==> src/rtl/soc_intc_pkg.sv <==
// Shared encodings for the SoC interrupt controller: FSM states, register
// offsets and the fixed source index assignment.
package soc_intc_pkg;

  typedef enum logic [1:0] {
    IDLE = 2'b00,
    REQ  = 2'b01,
    SVC  = 2'b10
  } intc_state_e;

  localparam logic [1:0] REG_MASK   = 2'd0;
  localparam logic [1:0] REG_PEND   = 2'd1;
  localparam logic [1:0] REG_ACTIVE = 2'd2;
  localparam logic [1:0] REG_GLOBAL = 2'd3;

  localparam int SRC_FACCEL = 0;
  localparam int SRC_FPM    = 1;

endpackage

==> src/rtl/soc_int_ctrl_if.sv <==
// Bus bundle between the SoC (register decode, accelerators, MIPS core) and
// the interrupt controller.
interface soc_int_ctrl_if #(
  parameter int NUM_SRC = 2,
  parameter int ID_W    = 3
);
  logic [NUM_SRC-1:0] src_done;
  logic               we;
  logic [1:0]         addr;
  logic [31:0]        wdata;
  logic [31:0]        rdata;
  logic               irq;
  logic [ID_W-1:0]    irq_id;
  logic               int_ack;
  logic               int_eoi;

  modport master (
    output src_done, we, addr, wdata, int_ack, int_eoi,
    input  rdata, irq, irq_id
  );

  modport slave (
    input  src_done, we, addr, wdata, int_ack, int_eoi,
    output rdata, irq, irq_id
  );
endinterface

==> src/rtl/intc_prio_arb.sv <==
// Combinational picker: first set request found searching upward from start_i,
// wrapping modulo NUM_SRC. start_i = 0 gives fixed lowest-index priority.
module intc_prio_arb #(
  parameter int NUM_SRC = 2,
  parameter int ID_W    = 3
) (
  input  logic [NUM_SRC-1:0] req_i,
  input  logic [ID_W-1:0]    start_i,
  output logic               valid_o,
  output logic [ID_W-1:0]    winner_o
);

  always_comb begin
    valid_o  = 1'b0;
    winner_o = '0;
    for (int k = 0; k < NUM_SRC; k++) begin
      for (int i = 0; i < NUM_SRC; i++) begin
        if (!valid_o && req_i[i] && (((int'(start_i) + k) % NUM_SRC) == i)) begin
          valid_o  = 1'b1;
          winner_o = ID_W'(i);
        end
      end
    end
  end

endmodule

==> src/rtl/soc_int_ctrl.sv <==
// Memory-mapped interrupt controller: edge-detected sources, mask/pending
// registers, single arbitrated irq with ack/EOI handshake to the core.
// Define INTC_ROUND_ROBIN_EN for rotating priority (default: fixed, lowest index).
module soc_int_ctrl
  import soc_intc_pkg::*;
#(
  parameter int NUM_SRC = 2,
  parameter int ID_W    = 3
) (
  input  logic          clk,
  input  logic          reset,
  soc_int_ctrl_if.slave bus
);

  intc_state_e        state_q, state_d;
  logic [ID_W-1:0]    id_q, id_d;
  logic [NUM_SRC-1:0] src_q;
  logic [NUM_SRC-1:0] pend_q, pend_d;
  logic [NUM_SRC-1:0] mask_q, mask_d;
  logic               glb_q, glb_d;

  logic [NUM_SRC-1:0] evt, req, clr, id_onehot;
  logic               ack_fire;
  logic               arb_valid;
  logic [ID_W-1:0]    arb_winner;
  logic [ID_W-1:0]    arb_start;
  logic               unused_wdata;

  assign unused_wdata = ^bus.wdata[31:NUM_SRC];

  assign evt      = bus.src_done & ~src_q;
  assign req      = glb_q ? (pend_q & mask_q) : '0;
  assign ack_fire = (state_q == REQ) && bus.int_ack;

  always_comb begin
    id_onehot = '0;
    for (int i = 0; i < NUM_SRC; i++) id_onehot[i] = (id_q == ID_W'(i));
  end

`ifdef INTC_ROUND_ROBIN_EN
  logic [ID_W-1:0] ptr_q;

  always_ff @(posedge clk or posedge reset) begin
    if (reset)         ptr_q <= '0;
    else if (ack_fire) ptr_q <= id_q;
  end

  assign arb_start = (ptr_q == ID_W'(NUM_SRC - 1)) ? '0 : ptr_q + 1'b1;
`else
  assign arb_start = '0;
`endif

  intc_prio_arb #(.NUM_SRC(NUM_SRC), .ID_W(ID_W)) u_arb (
    .req_i    (req),
    .start_i  (arb_start),
    .valid_o  (arb_valid),
    .winner_o (arb_winner)
  );

  // Event OR-ed in last so a new edge survives a same-cycle clear.
  always_comb begin
    mask_d = mask_q;
    glb_d  = glb_q;
    clr    = '0;
    if (bus.we) begin
      case (bus.addr)
        REG_MASK:   mask_d = bus.wdata[NUM_SRC-1:0];
        REG_PEND:   clr    = bus.wdata[NUM_SRC-1:0];
        REG_GLOBAL: glb_d  = bus.wdata[0];
        default:    ;
      endcase
    end
    if (ack_fire) clr = clr | id_onehot;
    pend_d = (pend_q & ~clr) | evt;
  end

  always_comb begin
    state_d = state_q;
    id_d    = id_q;
    case (state_q)
      IDLE: begin
        if (arb_valid) begin
          state_d = REQ;
          id_d    = arb_winner;
        end
      end
      REQ: begin
        if (bus.int_ack)                 state_d = SVC;
        else if ((req & id_onehot) == '0) state_d = IDLE;
      end
      SVC: begin
        if (bus.int_eoi) state_d = IDLE;
      end
      default: state_d = IDLE;
    endcase
  end

  always_ff @(posedge clk or posedge reset) begin
    if (reset) begin
      state_q <= IDLE;
      id_q    <= '0;
      src_q   <= '0;
      pend_q  <= '0;
      mask_q  <= '0;
      glb_q   <= 1'b0;
    end else begin
      state_q <= state_d;
      id_q    <= id_d;
      src_q   <= bus.src_done;
      pend_q  <= pend_d;
      mask_q  <= mask_d;
      glb_q   <= glb_d;
    end
  end

  assign bus.irq    = (state_q == REQ);
  assign bus.irq_id = id_q;

  always_comb begin
    bus.rdata = '0;
    case (bus.addr)
      REG_MASK:   bus.rdata[NUM_SRC-1:0] = mask_q;
      REG_PEND:   bus.rdata[NUM_SRC-1:0] = pend_q;
      REG_ACTIVE: begin
        bus.rdata[9:8]      = state_q;
        bus.rdata[ID_W-1:0] = id_q;
      end
      REG_GLOBAL: bus.rdata[0] = glb_q;
      default:    ;
    endcase
  end

endmodule
==> src/flat_wrapper.sv <==
// flat-port wrapper written by rule: the top's interface ports become plain ports
module soc_int_ctrl_flat import soc_intc_pkg::*;
#(
  parameter int NUM_SRC = 2,
  parameter int ID_W    = 3
)
  (clk, reset, bus_src_done, bus_we, bus_addr, bus_wdata, bus_int_ack, bus_int_eoi, bus_rdata, bus_irq, bus_irq_id);
  soc_int_ctrl_if #(.NUM_SRC(NUM_SRC), .ID_W(ID_W)) bus_i ();
  input  logic clk;
  input  logic reset;
  input wire logic [$bits(bus_i.src_done)-1:0] bus_src_done;
  input wire logic [$bits(bus_i.we)-1:0] bus_we;
  input wire logic [$bits(bus_i.addr)-1:0] bus_addr;
  input wire logic [$bits(bus_i.wdata)-1:0] bus_wdata;
  input wire logic [$bits(bus_i.int_ack)-1:0] bus_int_ack;
  input wire logic [$bits(bus_i.int_eoi)-1:0] bus_int_eoi;
  output wire logic [$bits(bus_i.rdata)-1:0] bus_rdata;
  output wire logic [$bits(bus_i.irq)-1:0] bus_irq;
  output wire logic [$bits(bus_i.irq_id)-1:0] bus_irq_id;
  assign bus_i.src_done = bus_src_done;
  assign bus_i.we = bus_we;
  assign bus_i.addr = bus_addr;
  assign bus_i.wdata = bus_wdata;
  assign bus_i.int_ack = bus_int_ack;
  assign bus_i.int_eoi = bus_int_eoi;
  assign bus_rdata = bus_i.rdata;
  assign bus_irq = bus_i.irq;
  assign bus_irq_id = bus_i.irq_id;
  soc_int_ctrl #(.NUM_SRC(NUM_SRC), .ID_W(ID_W)) u_core (.clk(clk), .reset(reset), .bus(bus_i));
endmodule
==> config.mk <==
export PLATFORM = sky130hd
export DESIGN_NAME = soc_int_ctrl_flat
export DESIGN_NICKNAME = d
export VERILOG_FILES = /design/src/rtl/soc_intc_pkg.sv /design/src/rtl/soc_int_ctrl_if.sv /design/src/rtl/intc_prio_arb.sv /design/src/rtl/soc_int_ctrl.sv /design/src/flat_wrapper.sv
export SDC_FILE = /design/constraint.sdc
export NUM_CORES = 1
export LEC_CHECK = 0
export CORE_MARGIN = 4
export CORE_UTILIZATION = 28
export DETAILED_ROUTE_END_ITERATION = 7
export PLACE_DENSITY_LB_ADDON = 0.05
export SLEW_MARGIN = 20
export SYNTH_ARGS = -nofsm -noshare
export SYNTH_HDL_FRONTEND = slang
export SYNTH_HIERARCHICAL = 1
export SYNTH_SLANG_ARGS = --single-unit
==> constraint.sdc <==
create_clock -name clk -period 1.2 [get_ports clk]
set_input_delay 0.24 -clock clk [delete_from_list [all_inputs] [get_ports clk]]
set_output_delay 0.24 -clock clk [all_outputs]
set_load 0.02 [all_outputs]
==> results of run 1 <==
==> per-stage QoR <==
stage	worst slack [ns]	cell area [um^2]	hold WS, ns	cells	power [mW]
5_1_grt	-0.408	1190	0.288	151	2.25
3_5_place_dp	-0.900	1060	0.545	143	1.62
4_1_cts	-0.329	1150	0.267	148	2.05
6_report	-0.328	1190	0.264	151	2.10
2_1_floorplan	-0.106	972	0.105	113	1.23
3_3_place_gp	-0.865	1060	0.532	143	1.63
==> state kept, by name, summed over array words and instances (netlist names) <==
register / count
u_core/bus.irq_id: 3
u_core/glb_q: 1
u_core/mask_q: 2
u_core/pend_q: 2
u_core/src_q: 2
u_core/state_q: 2
==> worst register-to-register path: stages (launching register included) <==
cell	delay (ns)
sky130_fd_sc_hd__dfrtp_1	0.36
sky130_fd_sc_hd__buf_6	0.12
sky130_fd_sc_hd__and3_4	0.17
sky130_fd_sc_hd__or2_1	0.10
sky130_fd_sc_hd__nor3b_4	0.31
sky130_fd_sc_hd__mux2_4	0.33
==> worst paths after layout <==
check                                startpoint                   end  slack [ns]  cells past startpoint
worst max register to register     u_core/glb_q  u_core/bus.irq_id[0]       -0.30                      5
max in group asynchronous                 reset     u_core/state_q[1]        0.77                      3
min in group clk                    bus_addr[1]          u_core/glb_q        0.39                      3
worst max-delay path               u_core/glb_q          bus_rdata[0]       -0.33                      2
worst min register to register  u_core/src_q[0]      u_core/pend_q[0]        0.56                      2
worst min-delay path                      reset      u_core/mask_q[0]        0.26                      3
==> kinds of logic (layout without fill, tap and decap cells) <==
group / Yosys count / in the layout
AOI/OAI and AO/OA: 7 / 7
and+or+nand+nor: 20 / 20
other: 2 / 30
buffers and inverters: 36 / 43
muxes: 8 / 8
DFF: 12 / 12
==> power breakdown <==
group          total, mW  internal (mW)  switching (mW)
sequential         0.620          0.524          0.0954
clock              0.244          0.116           0.128
combinational       1.24          0.708           0.527
total               2.10           1.35           0.751
==> repair_timing <==
action,4_1_cts,5_1_grt
gates cloned,0,0
pin swaps,1,5
hold endpoints to repair,0,0
gates resized for setup,69,13
endpoints found under the setup margin,17,15
buffers inserted,2,4
==> layout by cell type (no fill, tap or decap), types with 2 or more instances in the layout <==
master	n
sky130_fd_sc_hd__nor2b_4	2
sky130_fd_sc_hd__dfrtp_1	10
sky130_fd_sc_hd__nand3_1	3
sky130_fd_sc_hd__and2_4	3
sky130_fd_sc_hd__inv_1	5
sky130_fd_sc_hd__dfrtp_2	2
sky130_fd_sc_hd__buf_2	3
sky130_fd_sc_hd__buf_4	8
sky130_fd_sc_hd__clkbuf_4	3
sky130_fd_sc_hd__a32o_1	2
sky130_fd_sc_hd__buf_6	16
sky130_fd_sc_hd__clkdlybuf4s50_1	8
sky130_fd_sc_hd__conb_1	30
sky130_fd_sc_hd__mux2_2	3
sky130_fd_sc_hd__and3_4	2
sky130_fd_sc_hd__mux2_4	3
sky130_fd_sc_hd__nand3b_1	2
sky130_fd_sc_hd__nand4b_1	2
==> layer usage <==
layer / global-route usage (%) / share of wire, % / up-vias
met1: 11.8 / 46 / 277
li1: - / - / 303
met4: 0.809 / 0 / 0
met2: 14.6 / 45 / 35
met3: 4.09 / 8.8 / 0
met5: 0 / 0 / -
==> cell type report <==
| class | count | area share (%) |
|---|---|---|
| well taps | 31 | 3.26 |
| repair buffers | 35 | 28.2 |
| inverters | 5 | 1.58 |
| clock buffers | 3 | 1.89 |
| multi-input cells | 65 | 39.7 |
| flip-flops and latches | 12 | 25.4 |
==> report_table.html, run 1 <==
<table>
<tr><th>Metric</th><th>Value</th></tr>
<tr><th colspan="2">STA</th></tr>
<tr><td>Maximum clock frequency</td><td>654 MHz</td></tr>
<tr><td>Max-slew violation total from the final report</td><td>0</td></tr>
<tr><td>Endpoints failing hold</td><td>0</td></tr>
<tr><td>Setup TNS</td><td>-1.98 ns</td></tr>
<tr><td>Portion of the clock cycle consumed by the worst path in the final layout</td><td>127%</td></tr>
<tr><td>Final setup viols</td><td>10</td></tr>
<tr><td>Period minus WS final</td><td>1.53 ns</td></tr>
<tr><td>Final critical-path setup slack</td><td>-0.328 ns</td></tr>
<tr><td>Setup repair after global routing missed its margin</td><td>true</td></tr>
<tr><td>Final worst clock skew</td><td>0.00149 ns</td></tr>
<tr><th colspan="2">Synth</th></tr>
<tr><td>Synthesis Warnings</td><td>6</td></tr>
<tr><td>Most instantiated library cell after synthesis</td><td>sky130_fd_sc_hd__buf_4</td></tr>
<tr><td>Post-Synth XOR/XNOR Area</td><td>0%</td></tr>
<tr><td>Sequential share of the synthesized area</td><td>35.0%</td></tr>
<tr><td>Dominant register cell in the synthesized netlist</td><td>sky130_fd_sc_hd__dfrtp_1</td></tr>
<tr><td>Multiplexer area fraction after synthesis</td><td>11.7%</td></tr>
<tr><td>Leading area contributor after synthesis</td><td>sky130_fd_sc_hd__dfrtp_1</td></tr>
<tr><td>Average size of a mapped cell</td><td>10.1 um^2</td></tr>
<tr><td>Most frequent cells after synthesis</td><td>sky130_fd_sc_hd__buf_4, sky130_fd_sc_hd__dfrtp_1, sky130_fd_sc_hd__mux2_2</td></tr>
<tr><td>Synth Area in Compound Gates</td><td>6.56%</td></tr>
<tr><td>Post-synth EDFFs</td><td>0</td></tr>
<tr><td>Cells taking the most area after synthesis</td><td>sky130_fd_sc_hd__dfrtp_1, sky130_fd_sc_hd__buf_4, sky130_fd_sc_hd__mux2_2, sky130_fd_sc_hd__nor4b_4, sky130_fd_sc_hd__mux4_2</td></tr>
<tr><td>Async set or reset register ratio after synthesis</td><td>100%</td></tr>
<tr><td>Distinct cell type count of the synthesized netlist</td><td>26</td></tr>
<tr><td>Main combinational cell family by area after synthesis</td><td>buffers and inverters</td></tr>
<tr><td>Area fraction in and, or, nand and nor cells after synthesis</td><td>17.3%</td></tr>
<tr><td>Area of the mapped netlist</td><td>858 um^2</td></tr>
<tr><td>Post-synth top area share</td><td>35.0%</td></tr>
<tr><td>Arithmetic-cell share of the synthesized area counting full adders, half adders and majority gates</td><td>0%</td></tr>
<tr><td>Synthesis-stage register bit count</td><td>12</td></tr>
<tr><td>Number of standard cells after synthesis</td><td>85</td></tr>
<tr><th colspan="2">Clock network</th></tr>
<tr><td>Deepest clock path buffer count</td><td>2</td></tr>
<tr><td>Clock tree from TritonCTS</td><td>yes</td></tr>
<tr><td>H-tree Lvls</td><td>1</td></tr>
<tr><td>Cts hold-fix bufs</td><td>0</td></tr>
<tr><td>CTS Root Cell</td><td>sky130_fd_sc_hd__clkbuf_4</td></tr>
<tr><td>Clk_lat worst skew</td><td>0.27 ns</td></tr>
<tr><td>Clock transition at the registers of the reported paths</td><td>0.07 ns</td></tr>
<tr><td>Total clock buffers created by CTS</td><td>3</td></tr>
<tr><td>Number of clock sinks</td><td>12</td></tr>
<tr><th colspan="2">Place</th></tr>
<tr><td>Final estimated routing congestion in global placement</td><td>0.761</td></tr>
<tr><td>Number of buffer cells added on primary ports</td><td>19</td></tr>
<tr><td>Detailed placement HPWL</td><td>1400 um</td></tr>
<tr><th colspan="2">Pwr</th></tr>
<tr><td>Lkg Pwr</td><td>0.583 nW</td></tr>
<tr><td>Power density relative to cell area</td><td>1760 nW/um^2</td></tr>
<tr><td>Maximum vdd ir drop</td><td>1120 uV</td></tr>
<tr><th colspan="2">Critical path</th></tr>
<tr><td>Slowest CP cell</td><td>sky130_fd_sc_hd__mux4_2</td></tr>
<tr><td>Top delay family on crit path</td><td>multiplexers</td></tr>
<tr><td>Arrival time at the worst endpoint</td><td>1.29 ns</td></tr>
<tr><td>WS Path Type</td><td>flop to primary output</td></tr>
<tr><td>Combined buffer and inverter count along the critical path</td><td>1</td></tr>
<tr><td>Slowest cell delay on critical path</td><td>0.48 ns</td></tr>
<tr><td>Crit path launch type</td><td>flop</td></tr>
<tr><td>Maximum fanout along the worst path</td><td>2</td></tr>
<tr><td>Series of cell instances along the critical path</td><td>mux4_2 &gt; buf_6</td></tr>
<tr><td>Capturing element type of the critical path</td><td>primary output</td></tr>
<tr><td>CP Data Required Time</td><td>0.96 ns</td></tr>
<tr><th colspan="2">Cells and area</th></tr>
<tr><td>Final core utilization</td><td>41.8%</td></tr>
<tr><td># fillers</td><td>285</td></tr>
<tr><td>Area Overhead vs Synth</td><td>38.8%</td></tr>
<tr><td>Post-layout net count</td><td>163</td></tr>
<tr><td>Share of post-route cells with drive strength above 1</td><td>40.8%</td></tr>
<tr><td>Inserted Diodes</td><td>0</td></tr>
<tr><td>Sequential standard cell area</td><td>303 um^2</td></tr>
<tr><td>Combined area of the multi-input logic cells</td><td>473 um^2</td></tr>
<tr><th colspan="2">Min path</th></tr>
<tr><td>Worst min-delay path category</td><td>input port to asynchronous set/reset pin</td></tr>
<tr><th colspan="2">Die</th></tr>
<tr><td>Initial Util</td><td>30.1%</td></tr>
<tr><td>Ports</td><td>77</td></tr>
<tr><td>Core area</td><td>2850 um^2</td></tr>
<tr><td>Num rows</td><td>19</td></tr>
<tr><td>Die boundary height</td><td>63.4 um</td></tr>
<tr><td>Die ar.</td><td>4020 um^2</td></tr>
<tr><td>Die width</td><td>63.4 um</td></tr>
<tr><th colspan="2">Outcome</th></tr>
<tr><td>Outcome</td><td>complete, but fails checks</td></tr>
<tr><td>Violations in the final reports</td><td>setup timing</td></tr>
<tr><th colspan="2">Drt</th></tr>
<tr><td>Initial drt markers</td><td>8</td></tr>
<tr><td>Count of TritonRoute iterations in the first routing pass</td><td>4</td></tr>
<tr><td>Via count</td><td>615</td></tr>
<tr><td>Post-route antenna net violation count</td><td>0</td></tr>
<tr><td>Routed wire length per instance</td><td>11.6 um</td></tr>
<tr><td>Overall routed net length</td><td>1750 um</td></tr>
<tr><td>DRC Markers</td><td>0</td></tr>
<tr><td>Number of vias per cell after detailed routing</td><td>4.07</td></tr>
<tr><th colspan="2">GRT</th></tr>
<tr><td>Vias in the first global route</td><td>592</td></tr>
<tr><td>Overall overflow remaining after global route</td><td>0</td></tr>
<tr><td>Largest net degree at the start of global routing</td><td>13</td></tr>
<tr><td>Global-route usage over all layers</td><td>9.14%</td></tr>
<tr><td>First-pass GRT wire length</td><td>2890 um</td></tr>
<tr><td>Antenna violations before repair</td><td>0</td></tr>
<tr><th colspan="2">Job</th></tr>
<tr><td>Number of max-cap violations</td><td>0</td></tr>
</table>
Note: power is estimated with default switching activity, not from simulation.
==> inputs of run 2 (changes only) <==
--- a/config.mk
+++ b/config.mk
@@ -9,6 +9,7 @@
 export CORE_UTILIZATION = 28
 export DETAILED_ROUTE_END_ITERATION = 7
 export PLACE_DENSITY_LB_ADDON = 0.05
+export RECOVER_POWER = 25
 export SLEW_MARGIN = 20
 export SYNTH_ARGS = -nofsm -noshare
 export SYNTH_HDL_FRONTEND = slang
==> report_table.html, run 2 (same netlist as run 1, synthesis figures left out) <==
<table>
<tr><th>Metric</th><th>Value</th></tr>
<tr><th colspan="2">Place</th></tr>
<tr><td>Final estimated routing congestion in global placement</td><td>0.761 (unchanged)</td></tr>
<tr><td>Number of buffer cells added on primary ports</td><td>19 (unchanged)</td></tr>
<tr><td>Detailed placement HPWL</td><td>1400 um (unchanged)</td></tr>
<tr><td>DP Area</td><td>1060 um^2 (unchanged)</td></tr>
<tr><td>Worst Setup Slack post-DPL</td><td>-0.900 ns (unchanged)</td></tr>
<tr><th colspan="2">Outcome</th></tr>
<tr><td>Violations in the final reports</td><td>setup timing</td></tr>
<tr><td>Outcome</td><td>complete, but fails checks</td></tr>
<tr><th colspan="2">Cells and area</th></tr>
<tr><td>Leading cell types in the layout, fill and taps excluded</td><td>sky130_fd_sc_hd__conb_1, sky130_fd_sc_hd__buf_6, sky130_fd_sc_hd__dfrtp_1</td></tr>
<tr><td>Inserted Diodes</td><td>0 (unchanged)</td></tr>
<tr><td>Share of post-route cells with drive strength above 1</td><td>40.0% (-0.83 points)</td></tr>
<tr><td>Post-layout net count</td><td>163 (unchanged)</td></tr>
<tr><td>Final core utilization</td><td>41.6% (-0.13 points)</td></tr>
<tr><td>Max reg flops</td><td>3 (unchanged)</td></tr>
<tr><td>Sequential standard cell area</td><td>303 um^2 (unchanged)</td></tr>
<tr><td>Total non-filler cell area in the finished layout</td><td>1190 um^2 (-0.31%)</td></tr>
<tr><td>Combined area of the multi-input logic cells</td><td>473 um^2 (unchanged)</td></tr>
<tr><td># fillers</td><td>287 (+0.70%)</td></tr>
<tr><td>Area Overhead vs Synth</td><td>38.3%</td></tr>
<tr><td>Leading cell type in the layout, fill and taps excluded</td><td>sky130_fd_sc_hd__conb_1</td></tr>
<tr><th colspan="2">Drt</th></tr>
<tr><td>Number of vias per cell after detailed routing</td><td>4.08 (+0.16%)</td></tr>
<tr><td>Initial drt markers</td><td>8 (unchanged)</td></tr>
<tr><td>Overall routed net length</td><td>1750 um (-0.17%)</td></tr>
<tr><td>Via count</td><td>616 (+0.16%)</td></tr>
<tr><td>Routed wire length per instance</td><td>11.6 um (-0.17%)</td></tr>
<tr><td>Count of TritonRoute iterations in the first routing pass</td><td>4 (unchanged)</td></tr>
<tr><td>DRC Markers</td><td>0 (unchanged)</td></tr>
<tr><td>Post-route antenna net violation count</td><td>0 (unchanged)</td></tr>
<tr><th colspan="2">Critical path</th></tr>
<tr><td>CP Data Required Time</td><td>0.96 ns (about the same)</td></tr>
<tr><td>Slowest CP cell</td><td>sky130_fd_sc_hd__mux4_2</td></tr>
<tr><td>Crit path launch type</td><td>flop</td></tr>
<tr><td>Arrival time at the worst endpoint</td><td>1.29 ns (about the same)</td></tr>
<tr><td>Worst reg2reg endpoint</td><td>u_core/bus.irq_id[0]</td></tr>
<tr><td>Series of cell instances along the critical path</td><td>mux4_2 &gt; buf_6</td></tr>
<tr><td>Capturing element type of the critical path</td><td>primary output</td></tr>
<tr><td>Slowest cell delay on critical path</td><td>0.48 ns (about the same)</td></tr>
<tr><td>Logic depth of the worst register-to-register path</td><td>5 (unchanged)</td></tr>
<tr><td>WS Path Type</td><td>flop to primary output</td></tr>
<tr><td>Launch point of the worst reg-to-reg path</td><td>u_core/glb_q</td></tr>
<tr><td>Setup slack of the most critical reg-to-reg path</td><td>-0.30 ns (about the same)</td></tr>
<tr><td>Maximum fanout along the worst path</td><td>2 (unchanged)</td></tr>
<tr><th colspan="2">STA</th></tr>
<tr><td>Final setup viols</td><td>10 (unchanged)</td></tr>
<tr><td>Final worst clock skew</td><td>0.00149 ns (unchanged)</td></tr>
<tr><td>Final critical-path setup slack</td><td>-0.328 ns (unchanged)</td></tr>
<tr><td>Period minus WS final</td><td>1.53 ns (unchanged)</td></tr>
<tr><td>Slew headroom</td><td>55.0%</td></tr>
<tr><td>Slew at the pin closest to its max-slew limit</td><td>0.675 ns</td></tr>
<tr><td>Maximum clock frequency</td><td>654 MHz (unchanged)</td></tr>
<tr><td>Setup repair after global routing missed its margin</td><td>true</td></tr>
<tr><td>Endpoints failing hold</td><td>0 (unchanged)</td></tr>
<tr><td>Setup TNS</td><td>-1.98 ns (unchanged)</td></tr>
<tr><td>Portion of the clock cycle consumed by the worst path in the final layout</td><td>127% (unchanged)</td></tr>
<tr><td>Max-slew violation total from the final report</td><td>0 (unchanged)</td></tr>
<tr><th colspan="2">GRT</th></tr>
<tr><td>Vias in the first global route</td><td>592 (unchanged)</td></tr>
<tr><td>Antenna violations before repair</td><td>0 (unchanged)</td></tr>
<tr><td>First-pass GRT wire length</td><td>2890 um (unchanged)</td></tr>
<tr><td>Largest net degree at the start of global routing</td><td>13 (unchanged)</td></tr>
<tr><td>Global-route usage over all layers</td><td>9.14% (unchanged)</td></tr>
<tr><td>Overall overflow remaining after global route</td><td>0 (unchanged)</td></tr>
<tr><th colspan="2">Pwr</th></tr>
<tr><td>Maximum vdd ir drop</td><td>1120 uV (about the same)</td></tr>
<tr><td>Lkg Pwr</td><td>0.580 nW (-0.58%)</td></tr>
<tr><td>Power density relative to cell area</td><td>1770 nW/um^2 (+0.21%)</td></tr>
<tr><th colspan="2">Die</th></tr>
<tr><td>Die boundary height</td><td>63.4 um (unchanged)</td></tr>
<tr><td>Ports</td><td>77 (unchanged)</td></tr>
<tr><td>Die width</td><td>63.4 um (unchanged)</td></tr>
<tr><td>Initial Util</td><td>30.1% (unchanged)</td></tr>
<tr><td>Die ar.</td><td>4020 um^2 (unchanged)</td></tr>
<tr><td>Num rows</td><td>19 (unchanged)</td></tr>
<tr><td>Core area</td><td>2850 um^2 (unchanged)</td></tr>
<tr><th colspan="2">Clock network</th></tr>
<tr><td>Deepest clock path buffer count</td><td>2 (unchanged)</td></tr>
<tr><td>Total clock buffers created by CTS</td><td>3 (unchanged)</td></tr>
<tr><td>CTS Root Cell</td><td>sky130_fd_sc_hd__clkbuf_4</td></tr>
<tr><td>Clk_lat worst skew</td><td>0.27 ns (about the same)</td></tr>
<tr><td>Cts hold-fix bufs</td><td>0 (unchanged)</td></tr>
<tr><td>Clock tree from TritonCTS</td><td>yes</td></tr>
<tr><td>Clock transition at the registers of the reported paths</td><td>0.07 ns (about the same)</td></tr>
<tr><td>Number of clock sinks</td><td>12 (unchanged)</td></tr>
<tr><td>H-tree Lvls</td><td>1 (unchanged)</td></tr>
<tr><th colspan="2">Min path</th></tr>
<tr><td>Number of instances on the worst hold path</td><td>3</td></tr>
<tr><td>Worst min-delay path category</td><td>input port to flop</td></tr>
<tr><td>Worst Hold Path EP</td><td>u_core/glb_q</td></tr>
<tr><td>Worst Min Path Start</td><td>bus_addr[1]</td></tr>
<tr><th colspan="2">Job</th></tr>
<tr><td>Number of max-cap violations</td><td>0 (unchanged)</td></tr>
</table>
-- run 2: cell count changes in the layout (fill, tap and decap cells not counted), sizes merged --
cell and delta:
clkdlybuf4s50 -1, buf -1, dlygate4sd3 +1, clkbuf +1
-- run 2: metrics by stage --
stage                     hold slack [ns]  power, mW  instances
after CTS                           0.267       2.05        148
after global routing                0.415       2.25        151
final                               0.395       2.10        151
after global placement              0.532       1.63        143
after detailed placement            0.545       1.62        143
after floorplan                     0.105       1.23        113
-- run 2: critical path: cells and delay by family, from the launching register on --
family | cells | cell delay (ns)
mux | 1 | 0.48
buf+inv | 1 | 0.15
flops | 1 | 0.39
-- run 2: power by group --
group,switching [mW],internal [mW],total (mW)
registers,0.0954,0.524,0.620
logic,0.527,0.705,1.23
clock network,0.128,0.116,0.244
total,0.751,1.35,2.10
-- run 2: timing repair --
| action | 4_1_cts | 5_1_grt |
|---|---|---|
| setup endpoints to repair | 17 | 15 |
| setup buffers | 2 | 4 |
| pin swaps | 1 | 5 |
| resized for setup | 69 | 13 |
-- run 2: layout make-up --
class / count / area share [%]
multi-input cells: 65 / 39.8
flip-flops and latches: 12 / 25.5
inverters: 5 / 1.58
repair buffers: 35 / 27.9
clock buffers: 3 / 1.90
well taps: 31 / 3.27
-- run 2: metal layers --
| metal | part of all wire [%] | vias up | GRT usage, % |
|---|---|---|---|
| li1 | - | 303 | - |
| met1 | 46 | 278 | 11.8 |
| met2 | 46 | 35 | 14.6 |
| met3 | 8.5 | 0 | 4.09 |
| met4 | 0 | 0 | 0.809 |
| met5 | 0 | - | 0 |
-- run 2: worst max-delay path by stage --
stage	cells after the start	start	to
6_report	2	u_core/glb_q	bus_rdata[0]
4_1_cts	5	u_core/pend_q[0]	u_core/bus.irq_id[0]
5_1_grt	5	u_core/pend_q[0]	u_core/bus.irq_id[2]
2_1_floorplan	4	u_core/pend_q[1]	u_core/bus.irq_id[0]
3_5_place_dp	4	bus_addr[1]	bus_rdata[8]
3_3_place_gp	4	bus_addr[1]	bus_rdata[9]
